`config.mk`:
```
export PLATFORM = sky130hd
export DESIGN_NAME = echo_tap_scheduler
export DESIGN_NICKNAME = d
export VERILOG_FILES = /design/src/rtl/echo_tap_scheduler.sv
export SDC_FILE = /design/constraint.sdc
export NUM_CORES = 1
export LEC_CHECK = 0
export CAP_MARGIN = 20
export CORE_UTILIZATION = 30
export CTS_CLUSTER_SIZE = 30
export DETAILED_ROUTE_END_ITERATION = 16
export SKIP_LAST_GASP = 1
export SLEW_MARGIN = 20
export SYNTH_ARGS = -nofsm -noshare
export SYNTH_HDL_FRONTEND = slang
export SYNTH_SLANG_ARGS = --single-unit
```
`constraint.sdc`:
```
create_clock -name clk -period 5.2 [get_ports clk]
set_input_delay 0.78 -clock clk [delete_from_list [all_inputs] [get_ports clk]]
set_output_delay 0.78 -clock clk [all_outputs]
set_load 0.005 [all_outputs]
```
`src/rtl/echo_tap_scheduler.sv`:
```
// echo_tap_scheduler: sequences a stereo ring-buffer delay RAM to build a
// multi-tap echo. Each accepted sample is written once, then the single read
// port is time-shared across NUM_TAPS taps. The attenuated taps are summed
// onto the dry sample, and one mixed stereo sample is emitted.
//
// Build option: define ECHO_TAP_SATURATE_EN to clamp the final mix to the
// DATA_WIDTH signed range. Without it, the mix wraps in two's complement.
// Both builds have identical timing.
module echo_tap_scheduler #(
    parameter int DATA_WIDTH = 16,
    parameter int ADDR_WIDTH = 5,
    parameter int NUM_TAPS   = 4
) (
    input  logic                           clk,
    input  logic                           rst_n,
    input  logic                           sample_valid,
    input  logic [DATA_WIDTH-1:0]          sample_left,
    input  logic [DATA_WIDTH-1:0]          sample_right,
    input  logic [NUM_TAPS*ADDR_WIDTH-1:0] tap_delay,
    input  logic [NUM_TAPS*3-1:0]          tap_shift,
    input  logic [NUM_TAPS-1:0]            tap_enable,
    output logic                           ram_we,
    output logic [ADDR_WIDTH-1:0]          ram_waddr,
    output logic [2*DATA_WIDTH-1:0]        ram_wdata,
    output logic [ADDR_WIDTH-1:0]          ram_raddr,
    input  logic [2*DATA_WIDTH-1:0]        ram_rdata,
    output logic                           out_valid,
    output logic [DATA_WIDTH-1:0]          out_left,
    output logic [DATA_WIDTH-1:0]          out_right,
    output logic                           busy,
    output logic                           overrun
);

    localparam int ACC_W = DATA_WIDTH + 4;
    localparam int EXT_W = ACC_W - DATA_WIDTH;
    localparam int TAP_W = (NUM_TAPS > 1) ? $clog2(NUM_TAPS) : 1;
    localparam logic [TAP_W-1:0] LAST_TAP = TAP_W'(NUM_TAPS - 1);

    localparam logic signed [ACC_W-1:0] SAT_MAX =
        {{(EXT_W + 1){1'b0}}, {(DATA_WIDTH - 1){1'b1}}};
    localparam logic signed [ACC_W-1:0] SAT_MIN =
        {{(EXT_W + 1){1'b1}}, {(DATA_WIDTH - 1){1'b0}}};

    typedef enum logic [2:0] {
        S_IDLE,
        S_WRITE,
        S_READ,
        S_DRAIN,
        S_OUT
    } state_t;

    state_t state, state_nxt;
    logic   accept;

    logic [ADDR_WIDTH-1:0]          wr_ptr;
    logic [TAP_W-1:0]               tap_idx;
    logic [TAP_W-1:0]               tap_nxt;
    logic [TAP_W-1:0]               rd_tap;
    logic                           rd_pending;
    logic [NUM_TAPS*ADDR_WIDTH-1:0] delay_q;
    logic [NUM_TAPS*3-1:0]          shift_q;
    logic [NUM_TAPS-1:0]            en_q;

    logic [ADDR_WIDTH-1:0]   sel_delay;
    logic [2:0]              sel_shift;
    logic                    sel_en;
    logic [ADDR_WIDTH-1:0]   raddr_nxt;

    logic signed [ACC_W-1:0] acc_l, acc_r;
    logic signed [ACC_W-1:0] ext_l, ext_r;
    logic signed [ACC_W-1:0] shifted_l, shifted_r;
    logic signed [ACC_W-1:0] add_l, add_r;
    logic signed [ACC_W-1:0] acc_l_nxt, acc_r_nxt;

    // Reduce the wide accumulator to an output sample (clamp or wrap).
    function automatic logic [DATA_WIDTH-1:0] limit(input logic signed [ACC_W-1:0] a);
`ifdef ECHO_TAP_SATURATE_EN
        if (a > SAT_MAX) begin
            return SAT_MAX[DATA_WIDTH-1:0];
        end else if (a < SAT_MIN) begin
            return SAT_MIN[DATA_WIDTH-1:0];
        end
        return a[DATA_WIDTH-1:0];
`else
        return a[DATA_WIDTH-1:0];
`endif
    endfunction

    // State register.
    always_ff @(posedge clk or negedge rst_n) begin
        // NOTE: sequential state uses <= so every flop samples pre-edge values.
        if (!rst_n) begin
            state <= S_IDLE;
        end else begin
            state <= state_nxt;
        end
    end

    // Next-state logic; samples are accepted only from IDLE.
    always_comb begin
        // NOTE: defaults first so no path through the case leaves a latch.
        state_nxt = state;
        accept    = 1'b0;
        case (state)
            S_IDLE: begin
                if (sample_valid) begin
                    accept    = 1'b1;
                    state_nxt = S_WRITE;
                end
            end
            S_WRITE: state_nxt = S_READ;
            S_READ:  if (tap_idx == LAST_TAP) state_nxt = S_DRAIN;
            S_DRAIN: state_nxt = S_OUT;
            S_OUT:   state_nxt = S_IDLE;
            default: state_nxt = S_IDLE;
        endcase
    end

    // Select the next read tap's delay and the shift/enable of the tap whose data is returning.
    always_comb begin
        tap_nxt   = (state == S_WRITE) ? '0 : tap_idx + 1'b1;
        sel_delay = '0;
        sel_shift = '0;
        sel_en    = 1'b0;
        for (int t = 0; t < NUM_TAPS; t++) begin
            if (tap_nxt == TAP_W'(t)) begin
                sel_delay = delay_q[t*ADDR_WIDTH +: ADDR_WIDTH];
            end
            if (rd_tap == TAP_W'(t)) begin
                sel_shift = shift_q[t*3 +: 3];
                sel_en    = en_q[t];
            end
        end
        raddr_nxt = wr_ptr - sel_delay;
    end

    // Attenuate the returning tap and add it to the running mix.
    always_comb begin
        ext_l     = {{EXT_W{ram_rdata[2*DATA_WIDTH-1]}}, ram_rdata[2*DATA_WIDTH-1:DATA_WIDTH]};
        ext_r     = {{EXT_W{ram_rdata[DATA_WIDTH-1]}}, ram_rdata[DATA_WIDTH-1:0]};
        shifted_l = ext_l >>> sel_shift;
        shifted_r = ext_r >>> sel_shift;
        if (rd_pending && sel_en) begin
            add_l = shifted_l;
            add_r = shifted_r;
        end else begin
            add_l = '0;
            add_r = '0;
        end
        acc_l_nxt = acc_l + add_l;
        acc_r_nxt = acc_r + add_r;
    end

    // Datapath: RAM sequencing, accumulation, output registers and status flags.
    always_ff @(posedge clk or negedge rst_n) begin
        if (!rst_n) begin
            wr_ptr     <= '0;
            tap_idx    <= '0;
            rd_tap     <= '0;
            rd_pending <= 1'b0;
            delay_q    <= '0;
            shift_q    <= '0;
            en_q       <= '0;
            acc_l      <= '0;
            acc_r      <= '0;
            ram_we     <= 1'b0;
            ram_waddr  <= '0;
            ram_wdata  <= '0;
            ram_raddr  <= '0;
            out_valid  <= 1'b0;
            out_left   <= '0;
            out_right  <= '0;
            busy       <= 1'b0;
            overrun    <= 1'b0;
        end else begin
            overrun <= sample_valid && (state != S_IDLE);
            case (state)
                S_IDLE: begin
                    if (accept) begin
                        delay_q   <= tap_delay;
                        shift_q   <= tap_shift;
                        en_q      <= tap_enable;
                        acc_l     <= {{EXT_W{sample_left[DATA_WIDTH-1]}}, sample_left};
                        acc_r     <= {{EXT_W{sample_right[DATA_WIDTH-1]}}, sample_right};
                        ram_we    <= 1'b1;
                        ram_waddr <= wr_ptr;
                        ram_wdata <= {sample_left, sample_right};
                        busy      <= 1'b1;
                    end
                end
                S_WRITE: begin
                    ram_we     <= 1'b0;
                    tap_idx    <= '0;
                    rd_pending <= 1'b0;
                    ram_raddr  <= raddr_nxt;
                end
                S_READ: begin
                    rd_pending <= 1'b1;
                    rd_tap     <= tap_idx;
                    acc_l      <= acc_l_nxt;
                    acc_r      <= acc_r_nxt;
                    if (tap_idx != LAST_TAP) begin
                        tap_idx   <= tap_nxt;
                        ram_raddr <= raddr_nxt;
                    end
                end
                S_DRAIN: begin
                    rd_pending <= 1'b0;
                    acc_l      <= acc_l_nxt;
                    acc_r      <= acc_r_nxt;
                    wr_ptr     <= wr_ptr + 1'b1;
                    out_left   <= limit(acc_l_nxt);
                    out_right  <= limit(acc_r_nxt);
                    out_valid  <= 1'b1;
                end
                S_OUT: begin
                    out_valid <= 1'b0;
                    busy      <= 1'b0;
                end
                default: begin
                    out_valid <= 1'b0;
                    busy      <= 1'b0;
                end
            endcase
        end
    end

endmodule

```
* Word-level counts from Yosys, hierarchy flattened *
Index checks and enable logic that the tools add are counted.

operators by class
  reduce and logical (&&, ||, !) cells = 20
  bitwise operators = 1
  mux-type cells = 33
  equal/unequal tests = 15
  add/sub/neg operators = 5
  shift operators = 2

operators by type and width
  kind                                                                   number
  20-bit 2-to-1 mux                                                      4
  20-bit case mux with 2 select lines                                    2
  20-bit adder                                                           2
  16-bit by 3-bit >>> shifter with 20-bit output                         2
  5-bit 2-to-1 mux                                                       5
  3-bit 2-to-1 mux                                                       6
  3-bit case mux with 4 select lines                                     1
  2-bit AND reduction                                                    6
  2-bit equality test, second input constant                             5
  2-bit != test, second input constant                                   5
  5-bit case mux with 2 select lines                                     1
  1-bit case mux with 2 select lines                                     4
  2-bit nonzero test                                                     4
  1-bit 2-to-1 mux                                                       7
  3-bit by 2-bit equality test with 1-bit output, second input constant  2
  3-bit OR reduction                                                     2
  5-bit by 1-bit adder with 5-bit output, second input constant          1
  5-bit subtractor                                                       1
  2-bit by 1-bit equality test with 1-bit output, second input constant  2
  2-bit logical NOT                                                      2
  2-bit 2-to-1 mux                                                       2
  2-bit case mux with 2 select lines                                     1
  2-bit OR reduction                                                     2
  3-bit by 1-bit equality test with 1-bit output, second input constant  1
  5 further kinds                                                        6

word-level totals
  logic and storage cells = 95
  input bits = 103
  flip-flop bits (word level) = 167
  output and inout port bits = 78

* Logic depth before layout (Yosys ltp) *
Gate-level depths: netlist of run 1.

  depth after elaboration = 10
  mapped depth = 18
  mapped depth without buffers = 16

* Least setup slack after synthesis of run 1 *
OpenSTA, ideal clock, no wires.

  path kind = register to register
  start = register rd_tap[0]
  end = register acc_l[14]
  path slack = 1.378 ns
  library setup time = 0.135 ns
  arrival = 3.686 ns
  clock period less this slack = 3.822 ns
  cell stages (with the launch flop) = 18
  cells stage by stage = dfrtp_1 buf_2 mux4_2 buf_2 buf_2 mux4_2 nand2_1 a21oi_1 ha_1 inv_1 fa_1 nand2b_1 or4b_4 a2111oi_4 o31ai_2 a221oi_2 xor2_1 a21oi_1

on the way
  longest elaborated chain between the ends = 9
  elaborated cells on any way between the ends = 17
  those cells by class = add/sub: 1; eq/ne: 3; shift: 1; mux: 10; reduce/logical: 2

ends and longest elaborated chain
  what                                                                                        RTL line  text
  start: declaration                                                                          58        logic [TAP_W-1:0] rd_tap;
  start signal: assignment                                                                    199       rd_tap <= tap_idx;
  2-bit logical NOT                                                                           129       if (rd_tap == TAP_W'(t)) begin
  3-bit 2-to-1 mux / 1-bit 2-to-1 mux (equally long branches) (4 in a row)                    129
  16-bit by 3-bit >>> shifter with 20-bit output / 1-bit logical AND (equally long branches)  141, 143
  20-bit 2-to-1 mux (*)                                                                       143       if (rd_pending && sel_en) begin
  20-bit adder (*)                                                                            150       acc_l_nxt = acc_l + add_l;
  20-bit case mux with 2 select lines (*)                                                     177       case (state)
  end signal: assignment                                                                      183       acc_l <= {{EXT_W{sample_left[DATA_WIDTH-1]}}, sample_left};
  end signal: assignment                                                                      200       acc_l <= acc_l_nxt;
  end signal: assignment                                                                      209       acc_l <= acc_l_nxt;
  end: declaration                                                                            69        logic signed [ACC_W-1:0] acc_l, acc_r;

Every way passes the cells marked *; elsewhere a longest branch is shown, timed or not.
A chain may end at the register's enable or synchronous reset.

* Final worst setup path of run 1 *
  start = register rd_tap[0]
  end = register out_right[14]

on the way
  longest elaborated chain between the ends = 8
  elaborated cells on any way between the ends = 16
  those cells by class = add/sub: 1; eq/ne: 3; shift: 1; mux: 9; reduce/logical: 2

ends and longest elaborated chain
  what                                                                                        RTL line  text
  2-bit logical NOT                                                                           129
  3-bit 2-to-1 mux / 1-bit 2-to-1 mux (equally long branches) (4 in a row)                    129
  16-bit by 3-bit >>> shifter with 20-bit output / 1-bit logical AND (equally long branches)  142, 143
  20-bit 2-to-1 mux (*)                                                                       143
  20-bit adder (*)                                                                            151       acc_r_nxt = acc_r + add_r;
  end signal: assignment                                                                      213       out_right <= limit(acc_r_nxt);
  end: declaration                                                                            29        output logic [DATA_WIDTH-1:0] out_right,

Marks and branches as above.

==> results of run 1 <==
logic make-up (layout without fill, tap and decap cells):
| logic type | after synthesis | count (layout) | share of synthesized area |
|---|---|---|---|
| AND/OR/NAND/NOR | 436 | 436 | 0.196 |
| AO/OA/AOI/OAI | 201 | 201 | 0.143 |
| XOR/XNOR | 37 | 37 | 0.0375 |
| multiplexers | 64 | 64 | 0.0816 |
| flip-flops | 159 | 159 | 0.450 |
| adder cells (fa/ha/maj) | 39 | 39 | 0.0577 |
| buffers and inverters | 77 | 246 | 0.0345 |
registers in the layout, indices dropped and copies added (netlist names), 12 cells and up:
signal / count
shift_q: 12
acc_l: 16
delay_q: 20
out_left: 16
out_right: 16
ram_wdata: 32
acc_r: 16
power by group through the flow:
stage	registers, W	clock network [W]	logic [W]
floorplan	0.00216	0	0.00346
global placement	0.00227	0	0.00489
detailed placement	0.00228	0	0.00497
CTS	0.00226	0.00135	0.00499
global route	0.00234	0.00140	0.00554
finish	0.00225	0.00132	0.00495
worst max-delay path, cell delays in order, from the launching register on:
cell and delay [ns]:
dfrtp_1 0.52, mux4_2 0.77, buf_4 0.32, mux2i_1 0.16, mux2i_1 0.20, nand2_1 0.07, nand2_1 0.08, nand2_1 0.09
fa_1 0.44, nor2b_1 0.13, o21ai_1 0.10, a2111oi_0 0.84, o32ai_1 0.27, o21ai_1 0.20, xnor2_1 0.16, o21ai_0 0.13
layout make-up:
type	instances	share of cell area
Clock buffer	17	0.0366
Clock inverter	15	0.0161
Inverter	22	0.00710
Multi-Input combinational cell	777	0.394
Sequential cell	159	0.342
Tap cell	384	0.0413
Timing Repair Buffer	192	0.163
cells in the final DEF, fill, tap and decap left out, types with 4 or more instances in the layout:
cell type	Yosys	final
inv_1	22	22
nand2b_1	5	5
o31ai_1	4	4
a21oi_1	61	61
nor2b_1	5	5
nor2_1	36	36
o21ai_0	39	38
o21ai_1	19	19
and3_1	4	4
o21a_1	8	8
a211oi_1	5	5
clkdlybuf4s50_1	0	179
xnor2_1	14	14
buf_4	2	12
a221oi_1	6	6
o211ai_1	26	26
mux2i_1	44	44
mux4_2	5	5
clkbuf_16	0	17
a31oi_1	6	6
ha_1	36	36
nor3_1	11	10
a21o_1	9	9
nand2_1	359	357
xor2_1	22	22
nor3b_1	4	4
inv_8	0	8
mux2_2	15	15
dfrtp_1	159	159
per-layer routing:
layer  wire length, um  share of wire  global-route usage  vias to the layer above
li1                  -              -                   -                     3754
met1             12400           0.48               0.246                     3556
met2             11000           0.43               0.257                      248
met3              1770          0.069              0.0414                       29
met4               462          0.018              0.0519                        0
met5                 0              0                   0                        -
path summary, 6_finish.rpt:
path	startpoint	to	cells past startpoint
worst max register to register	rd_tap[0]$_DFFE_PN0P_	out_right[14]$_DFFE_PN0P_	15
max in group asynchronous	rst_n	ram_wdata[4]$_DFFE_PN0P_	2
worst min register to register	ram_wdata[13]$_DFFE_PN0P_	ram_wdata[13]$_DFFE_PN0P_	2
min in group clk	ram_wdata[13]$_DFFE_PN0P_	ram_wdata[13]$_DFFE_PN0P_	2
worst max-delay path	rd_tap[0]$_DFFE_PN0P_	out_right[14]$_DFFE_PN0P_	15
worst min-delay path	rst_n	ram_waddr[3]$_DFFE_PN0P_	1
stage by stage:
stage          hold slack, ns  power [W]  worst slack, ns  area (um2)  utilization
5_1_grt                 0.409    0.00927            0.261       11600        0.403
6_report                0.361    0.00852            0.552       11600        0.403
3_3_place_gp            0.453    0.00716            0.814       11000        0.382
3_5_place_dp            0.458    0.00725            0.717       11000        0.382
4_1_cts                 0.385    0.00861            0.683       11600        0.403
2_1_floorplan           0.438    0.00562             1.38        8850            -
==> flow_summary.toml, run 1 <==
[outcome]
status = "completed"

[layout]
syn2layout_area_growth_pct = 31.5
register_area_um2 = 3980
layout-drive-gt1-share = 0.0651
diodes = 0
fillCellCount = 2904
multi_input_area_um2 = 4580
layout.cells.non_filler = 1566
fin_nets = 1311

[clocking]
cts_sinks = 159
postCtsSetupRepairBufs = 0
numCtsBuffers = 17
ctsRootBufferMaster = "clkbuf_16"
post_cts_resized = 0
cts_tree = "yes"
htree_levels = 4
clk_path_buf_depth = 2
cts_hold_buffers = 0
clk_latency_ns = 0.44
clk_pin_slew_worst_paths_ns = 0.09

[power_and_ir_drop]
cellLeakagePower_nw = 5.38
p_sw_frac = 0.442
internal-power_w = 0.00476
power_frac_seq = 0.264
irDropWorstVdd_mv = 0.277
p_comb_frac = 0.581
p_per_area_nw_per_um2 = 733
netSwitchingPower_w = 0.00376
clkPwrFrac = 0.155

[global_routing]
antenna_found_initial = 0
grt_usage = 0.173
grt_pass1_vias = 7462
grt_max_degree = 85
grt-ovfl-total = 0
grt_pass1_wl_um = 41000

[yosys]
synth-edff-count = 0
synthArstFlopShare = 1.00
syn-num-nets = 1155
synth_cells = 1013
ys.flop_type = "dfrtp_1"
syn_area_um2 = 8850
synth.most_common_cell = "nand2_1"
netlist_top_cells_count = "nand2_1, dfrtp_1, a21oi_1, mux2i_1, o21ai_0"
ys_types = 50
synth_top_area_cell = "dfrtp_1"
synth_area_leaders = "dfrtp_1, nand2_1, ha_1"
ys_seq_area_frac = 0.450
synth.top_cell.area_share = 0.450
synth_area_per_cell_um2 = 8.73
ys.warnings.count = 0
synth_seq_cells = 159

[sta]
setup_tns_ns = 0
max_slew_margin = 0.334
tightest_slew_ns = 0.998
hold_viol_final = 0
fin_skew_ns = 0.0149
period_share = 0.894
slew_viol_final = 0
rsz0062_at_grt = "no"
max_freq_mhz = 215
setup_violations = 0
post-route-min-period_ns = 4.65

[detailed_routing]
ant_nets = 0
routedWlPerCell_um = 16.4
vias = 7587
firstDrtPassIters = 5
drc_errors = 0
wl_um = 25700
drt-initial-drc-count = 441
viasPerCell = 4.84

[critical_path]
critPathCaptureType = "flip-flop"
reg2reg_slack_ns = 0.55
cp_data_arrival_time_ns = 4.93
start_kind = "flip-flop"
critPathKind = "reg -> reg"
crit_path_max_fanout = 19
critPathRequiredTime_ns = 5.48

[floorplanning]
pin_count = 181
die_h_um = 174
core_area_um2 = 28900
start_util = 0.307
rows = 62
die_x_um = 174
die-area_um2 = 30200

[place]
hpwl_um = 18400
io_buffers = 180
place_inst = 1534
gp_congestion = 0.919

[flow_run]
cap_violations = 0

[min_path]
holdCritPathClass = "in -> async"
Power figures use the tool's default switching activity.
==> run 2, diff against run 1 <==
CAP_MARGIN = not set   (was 20)
CORE_UTILIZATION = 26   (was 30)
==> run 2 against run 1 <==
  * Highest routed layer unchanged
  * Count of clock-buffer cells in the layout stayed put
  * Critical path type unchanged
  * Setup slack better by 0.15 ns
  * Core utilization fell by 5.3 points
  * Sequential cell count did not move
  * First-iteration DRC count down 29%
  * Sequential power barely moved
  * Critical path depth up 1
  * Maximum frequency increased by 3.2%
  * Die area up 15%
  * Non-clock buffer count fell by 1
  * Global-route usage is 1.8 points lower
==> flow_summary.toml, run 2 (synthesis results as in run 1) <==
[critical_path]
cp_slowest_stage_delay_ns = 0.79
crit_path_max_fanout = 18
path_cells = "mux4_2 > buf_4 > mux2i_1 > mux2i_1 > nand2_1 > a21oi_1 > ha_1 > inv_1 > fa_1 > nand2b_1 > or4b_4 > a2111oi_4 > o31ai_2 > a221oi_2 > xor2_1 > a21oi_1"
critPathKind = "reg -> reg"
crit_family = "multiplexers"
critPathRequiredTime_ns = 5.50
cp_num_buf_inv = 2
critPathCaptureType = "flip-flop"
cp_slowest_cell = "mux4_2"
start_kind = "flip-flop"
cp_data_arrival_time_ns = 4.80

[layout]
syn2layout_area_growth_pct = 32.8
fillCellCount = 3457
largest_register_ffs = 32
fin_nets = 1310
layout-drive-gt1-share = 0.0652
final_cell_mix = "nand2_1, clkdlybuf4s50_1, dfrtp_1"
top_register = "ram_wdata"
layout.cells.non_filler = 1630
reg_top3 = "ram_wdata (32), delay_q (20)"
final_common_cell = "nand2_1"

[detailed_routing]
routedWlPerCell_um = 16.0
vias = 7528
drc_errors = 0
ant_nets = 0
drt-initial-drc-count = 314
wl_um = 26100
wl_met3_um = 1500
routedLengthMet1_um = 12700
topRoutingLayerUsed = "met4"
viasPerCell = 4.62
route.met2.wl_um = 11600
firstDrtPassIters = 4

[sta]
max_slew_margin = 0.323
setup_tns_ns = 0
hold_viol_final = 0
max_freq_mhz = 222
fin_skew_ns = 0.0150
period_share = 0.866
post-route-min-period_ns = 4.50
tightest_slew_ns = 1.01
setup_violations = 0
rsz0062_at_grt = "no"
slew_viol_final = 0

[clocking]
clk_latency_ns = 0.44
clk_pin_slew_worst_paths_ns = 0.07
ctsRootBufferMaster = "clkbuf_16"
htree_levels = 4
post_cts_resized = 0
postCtsSetupRepairBufs = 0
cts_sinks = 159
cts_tree = "yes"
numCtsBuffers = 17
clk_path_buf_depth = 2
cts_hold_buffers = 0

[global_routing]
grt_pass1_wl_um = 42100
grt_pass1_vias = 7509
grt-ovfl-total = 0
grt_max_degree = 85
grt_usage = 0.154
antenna_found_initial = 1

[floorplanning]
die-area_um2 = 34800
pin_count = 181
die_h_um = 186
core_area_um2 = 33500
rows = 67
start_util = 0.264
die_x_um = 186

[flow_run]
cap_violations = 0

[place]
hpwl_um = 18800
gp_congestion = 0.821
io_buffers = 180
place_inst = 1597

[power_and_ir_drop]
p_per_area_nw_per_um2 = 732
irDropWorstVdd_mv = 0.263
cellLeakagePower_nw = 5.39

[min_path]
holdCritPathClass = "in -> async"

[outcome]
status = "completed"
==> run 2: changes by cell type in the layout (fill, tap and decap cells not counted), moves of 2 or more <==
cell | before | now
clkinv_8 | 2 | 0
inv_8 | 8 | 2
clkinv_4 | 3 | 0
buf_4 | 12 | 10
bufinv_16 | 1 | 4
inv_6 | 1 | 7
==> run 2: worst register-to-register path: stages, from the launching register on <==
cell	delay (ns)
dfrtp_1	0.52
mux4_2	0.79
buf_4	0.33
mux2i_1	0.22
mux2i_1	0.13
nand2_1	0.09
a21oi_1	0.09
ha_1	0.25
inv_1	0.08
fa_1	0.20
nand2b_1	0.12
or4b_4	0.49
a2111oi_4	0.37
o31ai_2	0.13
a221oi_2	0.25
xor2_1	0.22
a21oi_1	0.09
==> run 2: layer usage <==
layer / vias to the layer above / global-route usage
met1: 3559 / 0.214
met5: - / 0
met3: 15 / 0.0427
li1: 3746 / -
met4: 0 / 0.0369
met2: 208 / 0.237
==> run 2: cell type report <==
class                      instances  area [um2]  share of cell area
multi-input combinational        777        4580               0.390
sequential                       159        3980               0.339
timing repair buffer             191        1900               0.162
tap                              448         561              0.0477
clock buffer                      17         425              0.0362
clock inverter                    15         216              0.0184
inverter                          22        82.6             0.00703
antenna                            1        2.50            0.000213
==> run 2: worst paths after layout <==
| check | start | to | slack, ns | cells after the start |
|---|---|---|---|---|
| max | rd_tap[0]$_DFFE_PN0P_ | acc_l[14]$_DFFE_PN0P_ | 0.70 | 16 |
| min | rst_n | ram_waddr[2]$_DFFE_PN0P_ | 0.35 | 1 |
| max reg2reg | rd_tap[0]$_DFFE_PN0P_ | acc_l[14]$_DFFE_PN0P_ | 0.70 | 16 |
| min reg2reg | ram_wdata[12]$_DFFE_PN0P_ | ram_wdata[12]$_DFFE_PN0P_ | 0.47 | 2 |
| max in group asynchronous | rst_n | acc_l[3]$_DFFE_PN0P_ | 3.74 | 2 |
| min in group clk | ram_wdata[12]$_DFFE_PN0P_ | ram_wdata[12]$_DFFE_PN0P_ | 0.47 | 2 |
==> run 2: stage by stage <==
step           total power, W  area (um2)  utilization  setup WS, ns  hold slack (ns)
2_1_floorplan         0.00562        8850            -          1.38            0.438
3_3_place_gp          0.00718       11100        0.331         0.770            0.450
3_5_place_dp          0.00727       11100        0.331         0.689            0.461
4_1_cts               0.00870       11700        0.350         0.649            0.394
5_1_grt               0.00942       11700        0.350         0.371            0.405
6_report              0.00860       11700        0.350         0.697            0.349
==> run 2: report_power, final <==
part	switching (W)	total [W]	internal, W
Combinational	0.00273	0.00495	0.00222
Sequential	0.000409	0.00226	0.00185
Clock	0.000570	0.00139	0.000820
Total	0.00371	0.00860	0.00489
